## config.mk

```make
export PLATFORM = sky130hd
export DESIGN_NAME = booth_dot_accumulator
export DESIGN_NICKNAME = d
export VERILOG_FILES = /design/src/rtl/booth_pkg.sv /design/src/rtl/booth_done_edge.sv /design/src/rtl/booth_dot_accumulator.sv
export SDC_FILE = /design/constraint.sdc
export NUM_CORES = 1
export LEC_CHECK = 0
export CAP_MARGIN = 15
export CORE_MARGIN = 4
export CORE_UTILIZATION = 57
export DETAILED_ROUTE_END_ITERATION = 12
export PLACE_DENSITY = 0.83
export SLEW_MARGIN = 10
export SYNTH_ARGS = -nofsm -noshare
export SYNTH_HDL_FRONTEND = slang
export SYNTH_SLANG_ARGS = --single-unit
```

## constraint.sdc

```tcl
create_clock -name clk -period 3.35 [get_ports clk]
set_input_delay 0.5025 -clock clk [delete_from_list [all_inputs] [get_ports clk]]
set_output_delay 0.5025 -clock clk [all_outputs]
set_load 0.005 [all_outputs]
```

## src/rtl/booth_pkg.sv

```systemverilog
// Shared types and helpers for the booth multiplier datapath and its consumers.
package booth_pkg;

   localparam int unsigned PROD_W_DEFAULT = 8;
   localparam int unsigned SEXT_W         = 64;

   typedef enum logic {
      ACCUM = 1'b0,
      HOLD  = 1'b1
   } acc_state_t;

   // Sign-extend the low w bits of p to SEXT_W bits; callers truncate to their width.
   function automatic logic [SEXT_W-1:0] sext_prod(input logic [SEXT_W-1:0] p,
                                                   input int unsigned       w);
      logic [SEXT_W-1:0] mask;
      logic [SEXT_W-1:0] sh;
      mask = (SEXT_W'(1) << w) - SEXT_W'(1);
      sh   = p >> (w - 1);
      return sh[0] ? (p | ~mask) : (p & mask);
   endfunction

endpackage

```

## src/rtl/booth_done_edge.sv

```systemverilog
// Rising-edge detector on the multiplier's level done; a held level yields one take.
module booth_done_edge (
   input  logic clk,
   input  logic reset,
   input  logic prod_done,
   output logic take_c
);

   logic done_q;

   // Resets high so a done already asserted at reset release is not counted.
   always_ff @(posedge clk or negedge reset) begin
      if (!reset) done_q <= 1'b1;
      else        done_q <= prod_done;
   end

   assign take_c = prod_done & ~done_q;

endmodule

```

## src/rtl/booth_dot_accumulator.sv

```systemverilog
// Sums NUM_TERMS signed multiplier products into one dot-product result and
// offers it on a valid/ready handshake.
module booth_dot_accumulator
   import booth_pkg::*;
#(
   parameter int unsigned PROD_W    = PROD_W_DEFAULT,
   parameter int unsigned ACC_W     = 16,
   parameter int unsigned NUM_TERMS = 4
) (
   input  logic              clk,
   input  logic              reset,
   input  logic              clear,
   input  logic [PROD_W-1:0] prod_in,
   input  logic              prod_done,
   output logic [ACC_W-1:0]  acc_out,
   output logic              acc_valid,
   input  logic              acc_ready,
   output logic [7:0]        term_cnt,
   output logic              overflow,
   output logic              drop_err
);

   localparam logic [7:0] LAST_TERM = 8'(NUM_TERMS - 1);

   acc_state_t       state;
   logic             take_c;
   logic [ACC_W-1:0] prod_ext_c;
   logic [ACC_W-1:0] sum_c;
   logic             ovf_c;

   booth_done_edge u_done_edge (
      .clk       (clk),
      .reset     (reset),
      .prod_done (prod_done),
      .take_c    (take_c)
   );

   assign prod_ext_c = ACC_W'(sext_prod(SEXT_W'(prod_in), PROD_W));
   assign sum_c      = acc_out + prod_ext_c;
   // Signed wrap: operands agree in sign but the sum does not.
   assign ovf_c      = (acc_out[ACC_W-1] == prod_ext_c[ACC_W-1]) &&
                       (sum_c[ACC_W-1] != acc_out[ACC_W-1]);

   always_ff @(posedge clk or negedge reset) begin
      if (!reset) begin
         state     <= ACCUM;
         acc_out   <= '0;
         acc_valid <= 1'b0;
         term_cnt  <= '0;
         overflow  <= 1'b0;
         drop_err  <= 1'b0;
      end else if (clear) begin
         state     <= ACCUM;
         acc_out   <= '0;
         acc_valid <= 1'b0;
         term_cnt  <= '0;
         overflow  <= 1'b0;
         drop_err  <= 1'b0;
      end else begin
         case (state)
            ACCUM: begin
               if (take_c) begin
                  acc_out  <= sum_c;
                  term_cnt <= term_cnt + 8'd1;
                  if (ovf_c) overflow <= 1'b1;
                  if (term_cnt == LAST_TERM) begin
                     acc_valid <= 1'b1;
                     state     <= HOLD;
                  end
               end
            end
            HOLD: begin
               if (acc_valid && acc_ready) begin
                  acc_valid <= 1'b0;
                  overflow  <= 1'b0;
                  state     <= ACCUM;
                  // A product landing on the transfer cycle opens the next sum.
                  if (take_c) begin
                     acc_out  <= prod_ext_c;
                     term_cnt <= 8'd1;
                  end else begin
                     acc_out  <= '0;
                     term_cnt <= '0;
                  end
               end else if (take_c) begin
                  drop_err <= 1'b1;
               end
            end
            default: state <= ACCUM;
         endcase
      end
   end

endmodule

```

Yosys cells after proc, flatten, opt, wreduce, memory -nomap -nowiden. Cells that the tools add are included. W data, S select, Z words.

Bitwise gates (word level): 3. Multiplexer cells: 29. Add/subtract/negate cells: 2. Eq/ne operators: 8. Reductions and logical operators: 8.

Operators by type and width (number): $mux W16 (5); $pmux W16 S2 (1); $mux W8 (3); $add A16 B16 Y16 (1); $mux W1 (16); $pmux W8 S2 (1); $ne A3 B3 Y1 const B (3); $reduce_and A3 Y1 (3); $add A8 B1 Y8 const B (1); $eq A8 B2 Y1 const B (1); $pmux W1 S2 (3); $reduce_bool A2 Y1 (2); $ne A3 B2 Y1 const B (1); $logic_and A1 B1 Y1 (2); $ne A2 B2 Y1 const B (1); $not A1 Y1 (2); $reduce_and A2 Y1 (1); $and A1 B1 Y1 (1); $eq A1 B1 Y1 (1); $ne A1 B1 Y1 (1).

Bits of input ports: 13. Output and inout bits: 27. Register bits: 29. Logic and storage cells: 57.

Depth between registers and ports, before layout. Gate-level depths: netlist of the first run.

Depth in word-level cells: 8. Mapped depth: 8. Depth with buffers taken out: 8.

Modules after synthesis. Synthesis of the first run repeated with hierarchy kept, for this count alone.

Cell total of the unflattened synthesis: 250. Area total of the unflattened synthesis: 2205.9 um2.

Modules (own cells, without submodules): booth_dot_accumulator (instances 1, cells each 248, sequential area each 700.7 um2, area each 2165.8 um2); booth_done_edge (instances 1, cells each 2, sequential area each 26.3 um2, area each 40.0 um2).

Worst setup path after synthesis of the first run. No wires, ideal clock.

Path type: in2reg. Start: in prod_in[0]. End: reg acc_out[14]. Path slack: 1.000 ns. Setup time: 0.124 ns. Data required time: 3.226 ns. Buffers on the path: 0. Stages: 8. Arrival time: 2.226 ns. Cells stage by stage: ha_1 -> fa_1 -> a211o_1 -> a21oi_1 -> o211ai_1 -> a21oi_1 -> o2111ai_1 -> nor3b_1.

Word-level cells in the longest chain between the ends: 5.

Ends and longest elaborated chain: start: declaration (RTL line booth_dot_accumulator.sv:13) `input logic [PROD_W-1:0] prod_in,`; $mux W16 (RTL line booth_pkg.sv:19) `return sh[0] ? (p | ~mask) : (p & mask);`; $add A16 B16 Y16 (RTL line booth_dot_accumulator.sv:39) `assign sum_c = acc_out + prod_ext_c;`; $mux W16 (RTL line booth_dot_accumulator.sv:62) `if (take_c) begin`; $pmux W16 S2 (RTL line booth_dot_accumulator.sv:60) `case (state)`; $mux W16 (RTL line booth_dot_accumulator.sv:52) `end else if (clear) begin`; end signal: assignment (RTL line booth_dot_accumulator.sv:63) `acc_out <= sum_c;`; end signal: assignment (RTL line booth_dot_accumulator.sv:79) `acc_out <= prod_ext_c;`; end: declaration (RTL line booth_dot_accumulator.sv:15) `output logic [ACC_W-1:0] acc_out,`.

No other way between the ends. The select of a mux whose other input is x is not followed. A chain may end at the register's enable or synchronous reset.

Final worst setup path of the first run. Same ends and word-level chain as after synthesis.

==> impl_summary.md, run 1 <==
Die
The number of ports placed on the die boundary is 40. The initial cell density of the core is 0.616. After floorplanning, the core was divided into 21 placement rows.

The die is 69.2 microns tall. The die covers between 4000 and 5000 sq um. The core region is 3470 sq um.

The horizontal die dimension is approximately 69 microns.

Power
Across the VDD grid, the largest voltage drop is approximately 340 uV. The combinational fraction of design power is 0.398. The part of the total power dissipated in sequential elements is 0.342.

Internal power comes to slightly above 0.0008 W. The net switching power of the design is around 0.00042 W. Of the total power, the clock network draws 0.260. Of the total power, the share spent switching nets is 0.340. The leakage power figure is approximately 1.2 nW. The power per cell area is 455 nW/um^2.

STA
The number of failing setup endpoints in the final timing report is 0. For the pin with the worst max-slew slack, the measured transition is 0.821 ns. The number of endpoints with negative hold slack in the final report is 0.

Based on the critical path, the design can be clocked at up to around 360 MHz. Setup repair after global routing left no endpoint under its margin. The worst slew margin relative to its limit is 0.451. The final-layout setup total negative slack is 0 ns. Dividing the final minimum period by the clock period gives 0.833. Setup slack on the critical path of the routed design comes to around 0.56 ns.

The worst hold-check slack is 0.506 ns. The clock arrives with 0.00559 ns of skew. Counting I/O delays and the setup requirement, the final critical path takes around 2.8 ns. The final max-slew violation count is 0.

Placement
The number of I/O port buffers is 39. The number of instances in the placed design is 319. The detailed placer's ending HPWL is between 3000 and 4000 microns. The post-detailed-placement cell area is around 2600 sq um.

At the placement stage, the worst setup path has a slack of around 0.35 ns. The congestion estimate from routability-driven global placement came to 0.867.

CTS
The count of buffers added by post-CTS timing repair for setup is 0. The number of buffers created by CTS is 5. The clock tree from TritonCTS is done.

The clock input transition at the sequential cells of the worst setup and hold paths is 0.07 ns. The hold buffer count at CTS is 0. The H-tree generated during clock tree synthesis spans 2 levels.

The clock net in this run drives a total of 29 sinks. No sink is reached through more buffers than the 2 on the longest clock path. Clock latency on the worst-skew pair, taken at its later pin, is approximately 0.28 ns. The number of gates resized after CTS was 0.

The cell sitting at the root of the clock tree is a sky130_fd_sc_hd__clkbuf_8.

Detailed routing
For this run, the detailed router's first-pass iteration total came to 5. Dividing the detail-routed wire length by the instance count gives around 16 microns. The total wire length is around 5300 microns. Once detail routing completed, the nets flagged for antenna violations numbered 0. The total number of vias is 2,007.

The mean number of vias per cell is just over 6. The total DRC errors in the routed layout is 0. The first routing iteration left roughly 200 violations.

Setup path
The critical path's most frequent cell is sky130_fd_sc_hd__a21oi_1. Data on the critical path is required at its endpoint by 3.51 ns. At the worst endpoint, the arrival time is between 2 and 3 ns. The longest individual stage delay on the worst path is between 0.4 and 0.5 ns. The cell with the biggest individual delay on the critical path is sky130_fd_sc_hd__fa_1. The critical path goes through clkdlybuf4s50_1, ha_1, fa_1, a211o_1, a21oi_1, o211ai_1, a21oi_1, o2111ai_1, nor3b_1. The worst setup path category is in -> reg. The startpoint type of the worst setup path is an input pin.

STA classifies the critical path endpoint as a flip-flop. The kind of cell adding the most delay to the critical path is compound AO/OA/AOI/OAI gates. The critical-path maximum fanout is 4. The number of buffers and inverters on the critical path is 1.

GRT
The number of global-route vias before repair is between 1,500 and 2,000. Entering global routing, the biggest net connects 30 pins. After global routing the overflow that remains totals 0. The all-layer global routing usage is 0.232. The first global-routing pass estimated between 9000 and 10,000 microns of wire.

The initial antenna violation count is 0.

Logic synthesis
Yosys printed 0 warnings. After synthesis, the netlist uses 52 different library cells. Of the total synthesized cell area, the portion taken by XOR and XNOR cells is 0.0615. The simple logic cell fraction of the synthesized area is 0.188. Of the total synthesized cell area, the portion taken by full adders, half adders and majority gates is 0.103. The compound-gate portion of the synthesized area is 0.262. The register area share after synthesis is 0.340.

The dominant combinational cell family by area after synthesis is compound AO/OA/AOI/OAI gates. Of the post-synthesis cell area, the part taken by muxes is 0.0146. The most common flop cell mapped by yosys is sky130_fd_sc_hd__dfrtp_1. Of all flip-flops after synthesis, the portion carrying an async set or reset was 1.00. The post-synthesis instance total is approximately 240.

In this run the mean area of a mapped cell was 9.01 sq um. The synthesized flop and latch total is 29. The synthesized net count is around 270.

Summing every instance area after synthesis gives 2140 sq um. The synthesized design contains 0 enable-type register cells.

Cells and area
At the end of the flow, the number of nets in the layout was between 300 and 400. The filler cells instantiated in the layout total approximately 250. Registers take between 700 and 800 sq um. Of the cells placed in the final design, the portion with a size suffix greater than 1 is 0.0925. In the layout the commonest cells are sky130_fd_sc_hd__clkdlybuf4s50_1 (39), sky130_fd_sc_hd__dfrtp_1 (28), sky130_fd_sc_hd__nor2_1 (22), sky130_fd_sc_hd__nand2_1 (21). The count of inserted antenna diode cells is 0. Once layout is complete, the cells apart from fillers number 327. The growth of design area from synthesis to finish is 26.2%.

Summing all multi-input logic gate instances after layout gives about 1300 sq um. With fillers left out, the area of the finished cells amounts to approximately 2700 sq um. Leaving out fill and tap cells, the most frequent cell in the layout is sky130_fd_sc_hd__clkdlybuf4s50_1.

Outcome
The run finished with clean final reports.

Flow run
Across the run, the number of max-cap violations was 0.

Min path
The worst min-delay path class is reg -> reg.
worst reg2reg max path: stages, from the launching register on:
cell and delay, ns:
sky130_fd_sc_hd__dfrtp_1 0.39, sky130_fd_sc_hd__ha_1 0.24, sky130_fd_sc_hd__fa_1 0.44, sky130_fd_sc_hd__a211o_1 0.30, sky130_fd_sc_hd__a21oi_1 0.29, sky130_fd_sc_hd__o211ai_1 0.18, sky130_fd_sc_hd__a21oi_1 0.23, sky130_fd_sc_hd__o2111ai_1 0.15
sky130_fd_sc_hd__nor3b_1 0.16
Yosys cell counts, types with 3 or more instances:
cell | number | area [sq um]
sky130_fd_sc_hd__ha_1 | 16 | 200
sky130_fd_sc_hd__xor2_1 | 7 | 61.3
sky130_fd_sc_hd__xnor2_1 | 8 | 70.1
sky130_fd_sc_hd__o31ai_1 | 3 | 22.5
sky130_fd_sc_hd__a21o_1 | 6 | 45.0
sky130_fd_sc_hd__clkbuf_1 | 7 | 26.3
sky130_fd_sc_hd__a211o_1 | 3 | 26.3
sky130_fd_sc_hd__o21bai_1 | 3 | 22.5
sky130_fd_sc_hd__nand3_1 | 12 | 60.1
sky130_fd_sc_hd__inv_1 | 6 | 22.5
sky130_fd_sc_hd__dfrtp_1 | 28 | 701
sky130_fd_sc_hd__o21ai_0 | 9 | 45.0
sky130_fd_sc_hd__nor2_1 | 22 | 82.6
sky130_fd_sc_hd__a32o_1 | 3 | 30.0
sky130_fd_sc_hd__nand2_1 | 21 | 78.8
sky130_fd_sc_hd__a211oi_1 | 4 | 30.0
sky130_fd_sc_hd__nor3_1 | 5 | 25.0
sky130_fd_sc_hd__o21a_1 | 3 | 22.5
sky130_fd_sc_hd__nand4_1 | 7 | 43.8
sky130_fd_sc_hd__a221o_1 | 3 | 30.0
sky130_fd_sc_hd__nand2b_1 | 3 | 18.8
sky130_fd_sc_hd__buf_2 | 3 | 15.0
sky130_fd_sc_hd__a31oi_1 | 5 | 31.3
sky130_fd_sc_hd__a21oi_1 | 16 | 80.1
registers in the layout (all words and copies together) (netlist names):
signal              cells
state                   1
acc_valid               1
overflow                1
drop_err                1
u_done_edge.done_q      1
term_cnt                8
acc_out                16
area by class of cell:
cell class                 instances  share of cell area
clock inverter                     1             0.00186
multi-input combinational        192               0.499
inverter                           6             0.00835
tap                               46              0.0213
timing repair buffer              46               0.164
sequential                        29               0.270
clock buffer                       7              0.0357
stage by stage:
step | total power, W | util
CTS | 0.00123 | 0.777
global route | 0.00130 | 0.777
floorplan | 0.000741 | -
finish | 0.00123 | 0.777
global placement | 0.000896 | 0.748
detailed placement | 0.000905 | 0.748
metal layers:
metal  wire length, microns  track usage
met1                   2510        0.319
met2                   2530        0.372
met4                     51       0.0672
met5                      0            0
met3                    242       0.0449
worst paths after layout:
path                            slack [ns]                 end  depth (start not counted)  startpoint
worst max-delay path                  0.56         acc_out[14]                          9  prod_in[0]
worst min-delay path                  0.51          acc_out[7]                          2  acc_out[7]
worst max register to register        0.84         acc_out[14]                          8  acc_out[0]
worst min register to register        0.51          acc_out[7]                          2  acc_out[7]
max in group asynchronous             2.43  u_done_edge.done_q                          2       reset
min in group asynchronous             0.61          acc_out[4]                          2       reset
cell families after synthesis:
| group | count (synthesis) |
|---|---|
| xor+xnor | 15 |
| buf+inv | 16 |
| mux | 3 |
| flops | 29 |
| fa+ha+maj | 17 |
| simple gates | 79 |
| compound gates | 78 |
power by group through the flow:
stage	clock, W	combinational (W)	sequential [W]
5_1_grt	0.000342	0.000537	0.000426
4_1_cts	0.000324	0.000486	0.000420
6_report	0.000319	0.000488	0.000420
3_3_place_gp	0	0.000472	0.000424
3_5_place_dp	0	0.000480	0.000425
2_1_floorplan	0	0.000317	0.000424
Note: power is estimated with default switching activity, not from simulation.
==> run 2: changes to the inputs <==
Settings changed: CORE_UTILIZATION 57 to 52, PLACE_DENSITY 0.83 to 0.77.
Clock period 3.35 ns to 2.9 ns, I/O delays scaled along.
==> impl_summary.md, run 2 (same netlist as run 1, synthesis figures left out) <==
Outcome
The flow ran to the end, and the final reports show no timing, DRC or antenna violations.

Die
The area of the die was 5200 sq um (+8.5%). The die outline height is 72.1 microns (+4.2%). The area of the placeable core is 4000 sq um (+15%).

The number of ports placed on the die boundary is 40 (unchanged). The horizontal die dimension is 72.1 microns (+4.2%). The initial cell density of the core is 0.534 (-0.0819). The count of standard-cell rows is 23 (+9.5%).

Detailed routing
The number of nets with antenna violations after detailed routing is 0 (unchanged). The first-pass iteration count of the detailed router came to 4 (-1). The total wire length is 5380 microns (+0.92%).

The mean number of vias per cell was 5.96 (-2.8%). The average routed wire per standard cell came to 15.9 microns (-2.4%). The total DRC errors in the routed layout is 0 (unchanged). The total number of vias is 2,016 (+0.45%).

The DRC marker count from the first detailed-route iteration came to 156 (-23%).

CTS
The tree is rooted in a sky130_fd_sc_hd__clkbuf_8. The later-pin clock latency in the skew report is 0.28 ns (about the same). The hold buffer count at CTS came to 0 (unchanged).

The count of buffers added by post-CTS timing repair for setup is 0 (unchanged). The number of levels in the clock H-tree is 2 (unchanged). The maximum count of clock buffers along a single path is 2 (unchanged).

The number of buffers created by CTS is 5 (unchanged). The number of resized instances in the post-cts repair step is 0 (unchanged). The number of clock sinks is 29 (unchanged). The clock tree from TritonCTS is done.

The clock input transition at the sequential cells of the worst setup and hold paths is 0.07 ns (about the same).

STA
Derived from the worst setup path, the maximum achievable clock frequency is between 300 and 400 MHz. The final max-slew violation count is 0 (unchanged). The final-layout setup total negative slack is 0 ns (unchanged). The worst-margin pin slew is 0.665 ns (-0.156 ns). The part of the cycle the worst path needs is 0.917.

The number of failing setup endpoints in the final timing report is 0 (unchanged). The worst setup skew after layout is 0.00635 ns (+0.000756 ns). Setup repair after global routing left no endpoint under its margin. The number of endpoints with negative hold slack in the final report is 0 (unchanged). The worst slew margin relative to its limit was 0.555 (+0.104).

The worst hold-check slack is 0.509 ns (+0.00379 ns). The post-layout minimum cycle time is 2.66 ns.

Cells and area
The largest registers in the layout are acc_out (16), term_cnt (8). The layout cell share with drive strength beyond 1 is 0.115 (+0.0221). The flip-flop count of the largest register after layout is 16 (unchanged). The final net count came to 317 (+2.3%). The area growth from synthesis to layout is 29.1%. Leaving out fill and tap cells, the most frequent cells in the layout are sky130_fd_sc_hd__clkdlybuf4s50_1 (39), sky130_fd_sc_hd__dfrtp_1 (28), sky130_fd_sc_hd__nor2_1 (22), sky130_fd_sc_hd__nand2_1 (21). The leading cell type in the layout, fill and taps excluded is sky130_fd_sc_hd__clkdlybuf4s50_1. The register with the most flip-flops is acc_out. The end-of-flow core utilization is 0.689 (-0.0880).

The count of inserted antenna diode cells is 0 (unchanged). The final cell count without fillers is 338 (+3.4%).

Setup path
STA classifies the critical path endpoint as a flip-flop. The arrival time of the worst setup path is 2.83 ns (-0.12 ns). Walking the worst path, the cells encountered are clkdlybuf4s50_1, ha_1, fa_1, a211o_1, a21oi_1, o211ai_1, a21oi_1, o2111ai_1, nor3b_1. The critical-path maximum fanout is 4 (unchanged). Among all stages on the critical path, the largest delay is contributed by sky130_fd_sc_hd__clkdlybuf4s50_1. The longest individual stage delay on the worst path is 0.43 ns (about the same). The worst setup path is launched from an input pin.

The critical path required time is 3.07 ns (-0.44 ns). The cell that appears most often on the critical path is sky130_fd_sc_hd__a21oi_1. The critical path is of the in -> reg type.

GRT
The number of global-route vias before repair was 1,971 (-1.3%). The wire length of the first global-routing pass came to 9540 microns (+2.9%). The all-layer global routing usage is 0.231 (-0.00146). The aggregate global routing overflow was 0 (unchanged). The initial antenna violation count came to 0 (unchanged). The largest net degree at the start of global routing came to 30 (unchanged).

Placement
The number of I/O port buffers came to 39 (unchanged). The number of instances in the placed design is 329 (+3.1%). The final weighted congestion in routability-driven placement came to 0.876 (+1.0%). The detailed placer's ending HPWL is 3800 microns (-2.8%).

Power
The power per cell area is 520 nW/um^2 (+14%). The worst IR drop on VDD is 430 uV (+25%). The leakage power figure is 1.23 nW (+3.0%).

Min path
The worst min-delay path class is reg -> reg.

Flow run
The number of max-cap violations is 0 (unchanged).
-- run 2: cell types whose count changed in the layout (fill, tap and decap cells not counted) --
cell                    delta
sky130_fd_sc_hd__buf_4     +6
sky130_fd_sc_hd__buf_6     +1
-- run 2: path summary, 6_finish.rpt --
path	start	end	slack, ns	depth (start not counted)
max	prod_in[0]	acc_out[14]	0.24	9
min	acc_out[7]	acc_out[7]	0.51	2
max reg2reg	acc_out[0]	acc_out[14]	0.45	8
min reg2reg	acc_out[7]	acc_out[7]	0.51	2
max in group asynchronous	reset	u_done_edge.done_q	2.02	2
min in group asynchronous	reset	acc_out[7]	0.55	2
-- run 2: through the flow --
stage	cell area [sq um]	setup WS, ns	power [W]
after detailed placement	2650	-0.00171	0.00105
after global routing	2760	0.0879	0.00154
after global placement	2650	0.0506	0.00104
final	2760	0.240	0.00143
after CTS	2750	0.282	0.00144
after floorplan	2140	0.617	0.000856
-- run 2: cell type report --
cell class,instances,area (sq um)
inverter,6,22.5
multi-input combinational,192,1350
clock inverter,1,5.00
fill,353,1240
sequential,29,727
clock buffer,7,96.3
tap,50,62.6
timing repair buffer,53,499
-- run 2: power by group --
group	internal [W]	total [W]	switching [W]
combinational	0.000283	0.000571	0.000288
sequential	0.000446	0.000485	0.0000386
clock	0.000214	0.000377	0.000162
total	0.000944	0.00143	0.000489
-- run 2: critical path, delay by kind of cell --
family / cells / cell delay, ns
AO/OA/AOI/OAI: 5 / 1.15
adder cells (fa/ha/maj): 2 / 0.68
buffers and inverters: 1 / 0.43
AND/OR/NAND/NOR: 1 / 0.15
-- run 2: metal layers --
layer / global-route usage / wire, microns / part of all wire / up-vias
met5: 0 / 0 / 0 / -
met4: 0.0731 / 61 / 0.011 / 0
met3: 0.0540 / 275 / 0.051 / 6
met2: 0.358 / 2450 / 0.46 / 59
met1: 0.318 / 2590 / 0.48 / 954
li1: - / - / - / 997
==> run 3: changes to the inputs <==
Settings changed: PLACE_DENSITY 0.77 to 0.86.
==> impl_summary.md, run 3 (same netlist as run 1, synthesis figures left out) <==
Outcome
The run finished with clean final reports.

Cells and area
The flip-flop count of the largest register after layout is 16 (unchanged). The layout cell share with drive strength beyond 1 is 0.105 (-0.00932). Leaving out fill and tap cells, the most frequent cells in the layout are sky130_fd_sc_hd__clkdlybuf4s50_1 (39), sky130_fd_sc_hd__dfrtp_1 (28), sky130_fd_sc_hd__nor2_1 (22), sky130_fd_sc_hd__nand2_1 (21). Relative to the synthesized area, the layout overhead comes to 27.9%. Leaving out fill and tap cells, the most frequent cell in the layout is sky130_fd_sc_hd__clkdlybuf4s50_1.

The count of inserted antenna diode cells was 0 (unchanged). The register with the most flip-flops is acc_out. In the final layout, the registers with the most flip-flops are acc_out (16), term_cnt (8). The final net count is 314 (-0.95%). The end-of-flow core utilization is 0.683 (-0.00657).

STA
The post-layout worst setup margin is 0.239 ns (-0.000747 ns). The post-layout minimum cycle time is 2.66 ns (+0.000747 ns). The number of failing setup endpoints in the final timing report came to 0 (unchanged).

The worst slew margin relative to its limit is 0.634 (+0.0793). The number of endpoints with negative hold slack in the final report was 0 (unchanged). The maximum frequency from static timing analysis is 376 MHz (about the same).

The final-layout setup total negative slack was 0 ns (unchanged). The worst-margin pin slew is 0.546 ns (-0.118 ns). The worst setup skew after layout came to 0.00855 ns (+0.00220 ns). The part of the cycle the worst path needs is 0.917 (about the same). The final max-slew violation count is 0 (unchanged). Setup repair after global routing left no endpoint under its margin.

CTS
The number of resized instances in the post-cts repair step is 0 (unchanged). The maximum count of clock buffers along a single path came to 2 (unchanged). The later-pin clock latency in the skew report is 0.29 ns (about the same). The hold buffer count at CTS is 0 (unchanged). The root cell of the clock tree is sky130_fd_sc_hd__clkbuf_8. The number of clock sinks was 29 (unchanged). The clock input transition at the sequential cells of the worst setup and hold paths is 0.07 ns (about the same). The number of buffers created by CTS came to 5 (unchanged). The number of levels in the clock H-tree is 2 (unchanged). The clock tree from TritonCTS is done. The count of buffers added by post-CTS timing repair for setup came to 0 (unchanged).

Power
The overall power consumption is 0.00143 W (-0.10%). The leakage power figure is 1.21 nW (-1.3%). The power per cell area is 524 nW/um^2 (+0.86%).

The worst IR drop on VDD was 431 uV (+0.33%).

Setup path
Among all stages on the critical path, the largest delay is contributed by sky130_fd_sc_hd__clkdlybuf4s50_1. The element type at the critical path end is a flip-flop. The critical path required time is 3.08 ns (about the same). The longest individual stage delay on the worst path is 0.43 ns (about the same). The count of buffering cells on the critical path with inverters included is 1 (unchanged).

The worst setup path category is in -> reg. STA classifies the critical path startpoint as an input pin. Traced cell by cell, the critical path runs through clkdlybuf4s50_1, ha_1, fa_1, a211o_1, a21oi_1, o211ai_1, a21oi_1, o2111ai_1, nor3b_1. In this design, the largest share of critical-path delay is due to compound AO/OA/AOI/OAI gates.

The cell that appears most often on the critical path is sky130_fd_sc_hd__a21oi_1. The critical-path maximum fanout came to 4 (unchanged). The arrival time of the worst setup path is 2.84 ns (about the same).

Detailed routing
The number of nets with antenna violations after detailed routing is 0 (unchanged). The average routed wire per standard cell is 16.6 microns (+4.2%). The total DRC errors in the routed layout is 0 (unchanged).

The mean number of vias per cell came to 6.15 (+3.1%). The total wire length is 5550 microns (+3.3%). The total number of vias is 2,060 (+2.2%).

The first-pass iteration count of the detailed router is 4 (unchanged). The DRC marker count from the first detailed-route iteration is 205 (+31%).

GRT
The wire length of the first global-routing pass is 9470 microns (-0.65%). The all-layer global routing usage is 0.233 (+0.00180). The layer carrying the most global-route usage is met2. The met1 usage is 0.303 (-0.0153).

The global-route met2 utilization is 0.362 (+0.00404). The largest net degree at the start of global routing is 30 (unchanged). The aggregate global routing overflow is 0 (unchanged). The routing usage on met3 is 0.0540 (unchanged).

The number of global-route vias before repair is 2,020 (+2.5%). The initial antenna violation count is 0 (unchanged).

Die
The initial cell density of the core came to 0.534 (unchanged). The area of the placeable core is 4000 sq um (unchanged). The count of standard-cell rows is 23 (unchanged). The number of ports placed on the die boundary is 40 (unchanged). The die outline height is 72.1 microns (unchanged).

The horizontal die dimension is 72.1 microns (unchanged). The area of the die was 5200 sq um (unchanged).

Placement
The final weighted congestion in routability-driven placement is 0.905 (+3.4%). The post-placement setup slack is -0.00370 ns (-0.00198 ns). The number of I/O port buffers is 39 (unchanged). The detailed placer's ending HPWL is 3920 microns (+3.1%).

Flow run
The number of max-cap violations is 0 (unchanged).

Min path
The worst hold path belongs to the class reg -> reg.
run 3: changes by cell type in the layout (fill, tap and decap cells not counted):
cell	delta
sky130_fd_sc_hd__buf_4	-2
sky130_fd_sc_hd__buf_6	-1
run 3: worst register-to-register path, cell delays in order (launching register included):
cell and delay [ns]:
sky130_fd_sc_hd__dfrtp_1 0.39, sky130_fd_sc_hd__ha_1 0.24, sky130_fd_sc_hd__fa_1 0.40, sky130_fd_sc_hd__a211o_1 0.30, sky130_fd_sc_hd__a21oi_1 0.30, sky130_fd_sc_hd__o211ai_1 0.19, sky130_fd_sc_hd__a21oi_1 0.23, sky130_fd_sc_hd__o2111ai_1 0.14
sky130_fd_sc_hd__nor3b_1 0.15
run 3: routing by layer:
layer / share of wire / wire, microns
met1: 0.44 / 2470
met2: 0.48 / 2640
met3: 0.059 / 328
met4: 0.021 / 114
met5: 0 / 0
run 3: final timing paths:
path | slack (ns) | cells after the start | endpoint | from
min in group asynchronous | 0.53 | 2 | acc_out[12] | reset
max reg2reg | 0.46 | 8 | acc_out[14] | acc_out[0]
max | 0.24 | 9 | acc_out[14] | prod_in[0]
min reg2reg | 0.50 | 2 | acc_out[7] | acc_out[7]
max in group asynchronous | 2.05 | 2 | u_done_edge.done_q | reset
min | 0.50 | 2 | acc_out[7] | acc_out[7]
run 3: final cells by class:
type | count | area [sq um]
fillers | 318 | 1270
clock buffers | 7 | 96.3
repair buffers | 50 | 473
well taps | 50 | 62.6
clock inverters | 1 | 5.00
multi-input cells | 192 | 1350
inverters | 6 | 22.5
flip-flops and latches | 29 | 727
run 3: per-stage QoR:
stage	hold slack (ns)	cell area [sq um]	std cells
2_1_floorplan	0.139	2140	237
3_3_place_gp	0.479	2630	327
3_5_place_dp	0.487	2630	327
4_1_cts	0.501	2730	335
5_1_grt	0.525	2730	335
6_report	0.499	2730	335
run 3: power breakdown:
part           internal, W  switching, W  leakage [nW]
clock network     0.000214      0.000162        0.0542
registers         0.000446     0.0000385         0.389
logic             0.000281      0.000290         0.771
==> RTL change (config.mk and constraints of run 1) <==
Reset style: synchronous (`reset`), changed in 2 clocked blocks.
--- a/src/rtl/booth_done_edge.sv
+++ b/src/rtl/booth_done_edge.sv
@@ -9,7 +9,7 @@
    logic done_q;
 
    // Resets high so a done already asserted at reset release is not counted.
-   always_ff @(posedge clk or negedge reset) begin
+   always_ff @(posedge clk) begin
       if (!reset) done_q <= 1'b1;
       else        done_q <= prod_done;
    end
--- a/src/rtl/booth_dot_accumulator.sv
+++ b/src/rtl/booth_dot_accumulator.sv
@@ -41,7 +41,7 @@
    assign ovf_c      = (acc_out[ACC_W-1] == prod_ext_c[ACC_W-1]) &&
                        (sum_c[ACC_W-1] != acc_out[ACC_W-1]);
 
-   always_ff @(posedge clk or negedge reset) begin
+   always_ff @(posedge clk) begin
       if (!reset) begin
          state     <= ACCUM;
          acc_out   <= '0;
Formal check against the unedited RTL: differs if reset is asserted again (counterexample within 4 cycles, from zero or initial values and one cycle with reset low); with reset held inactive, the same outputs for 10 cycles.
==> RTL change against run 1 <==
- register-to-register slack improved by 0.33 ns
- final area decreased by 6.7%
- sequential share of layout area decreased by 3.9 points
- global-route usage decreased by 0.34 points
- synthesized cell count increased by 4.2%
- sequential cell count unchanged
- wire length decreased by 11%
- synthesized area decreased by 6.3%
- worst setup slack improved by 0.041 ns
- critical path depth decreased by 1
Power is not compared: it rests on default switching activity, and its combinational part moved more than twofold at a synthesized area within 25%.
==> RTL change: results (changes against run 1) <==
outcome:
  run_status: "completed"  # unchanged
worst_setup_path:
  r2r.worst_path.cells: 9  # was 8
  cp_top_family: "buffers and inverters"  # was compound AO/OA/AOI/OAI gates
  crit_fanout: 14  # was 4
  r2r-start: "acc_out[0]$_SDFFE_PP0P_"  # was acc_out[0]$_DFFE_PN0P_
  cp_data_arrival_time_ns: 3.03  # was 2.95 ns
  startpoint: "prod_in[7]"  # was prod_in[0]
  cpPeakStageDelay_ns: 0.80  # was 0.44 ns
  cpMaxStageDelayCell: "clkdlybuf4s50_1"  # was fa_1
synthesis:
  ys_types: 50  # was 52
  synth_fp_nets: 277  # was 267
  ys_seq_area_share_pct: 29.00  # was 34.04%
  synth_area_per_cell_um2: 8.105  # was 9.012 um^2
  synth_area_leaders: "dfxtp_1 (29%), ha_1 (10%), a21oi_1 (5.8%)"  # was dfrtp_1 (33%), ha_1 (9.4%), nor2_1 (3.9%)
drt:
  routed_via_density: 5.755  # was 6.138
  met1Wirelength_um: 2172  # was 2506 um
  drt_iter0_markers: 124  # was 202
  routed_wl_um: 4750  # was 5328 um
global_route:
  grt_pass1_wl_um: 8004  # was 9266 um
  grt_usage_pct: 22.89  # was 23.22%
  grt_pass1_vias: 1846  # was 1996
  grt_max_degree: 28  # was 30
  use_met1_pct: 28.66  # was 31.87%
  grt_util_met2_pct: 37.55  # was 37.18%
placed_design:
  placed_cells: 327  # was 319
  place_ws_ns: 0.2745  # was 0.3456 ns
  place.gp.congestion: 0.8623  # was 0.8672
  hpwl_um: 3632  # was 3907 um
sta:
  period_share_pct: 82.08  # was 83.30%
  slew_headroom_pct: 60.58  # was 45.07%
clock_tree:
  clock_latency_ns: 0.33  # was 0.28 ns
  path_clk_slew_ns: 0.10  # was 0.07 ns
min_path:
  whs_endpoint: "drop_err$_SDFFE_PP0P_"  # was acc_out[7]$_DFFE_PN0P_
cells_and_area:
  fillCellCount: 292  # was 254
[RTL change: layout make-up]
class	count	area share, %
timing repair buffer	45	17.30
tap	46	2.287
clock buffer	7	2.586
sequential	29	23.07
inverter	4	0.5967
multi-input combinational	203	53.95
clock inverter	1	0.1989
[RTL change: kinds of logic after synthesis]
kind of cell,count (synthesis),synth area share [%]
fa+ha+maj,17,11.00
simple gates,87,22.56
xor+xnor,15,6.562
mux,2,1.000
compound gates,82,26.69
buf+inv,15,3.187
flops,29,29.00
[RTL change: per-stage QoR]
stage,power (uW),hold slack (ns),cell area (um^2)
6_report,737.7,0.4766,2516
5_1_grt,773.6,0.5224,2516
4_1_cts,741.4,0.4817,2516
3_5_place_dp,496.5,0.4595,2446
3_3_place_gp,494.1,0.4528,2446
2_1_floorplan,447.6,0.4605,2002
[RTL change: report_power, final]
group	switching, uW	total (uW)	internal (uW)
clock	126	247	121
sequential	5.06	355	350
combinational	72.2	135	63.1
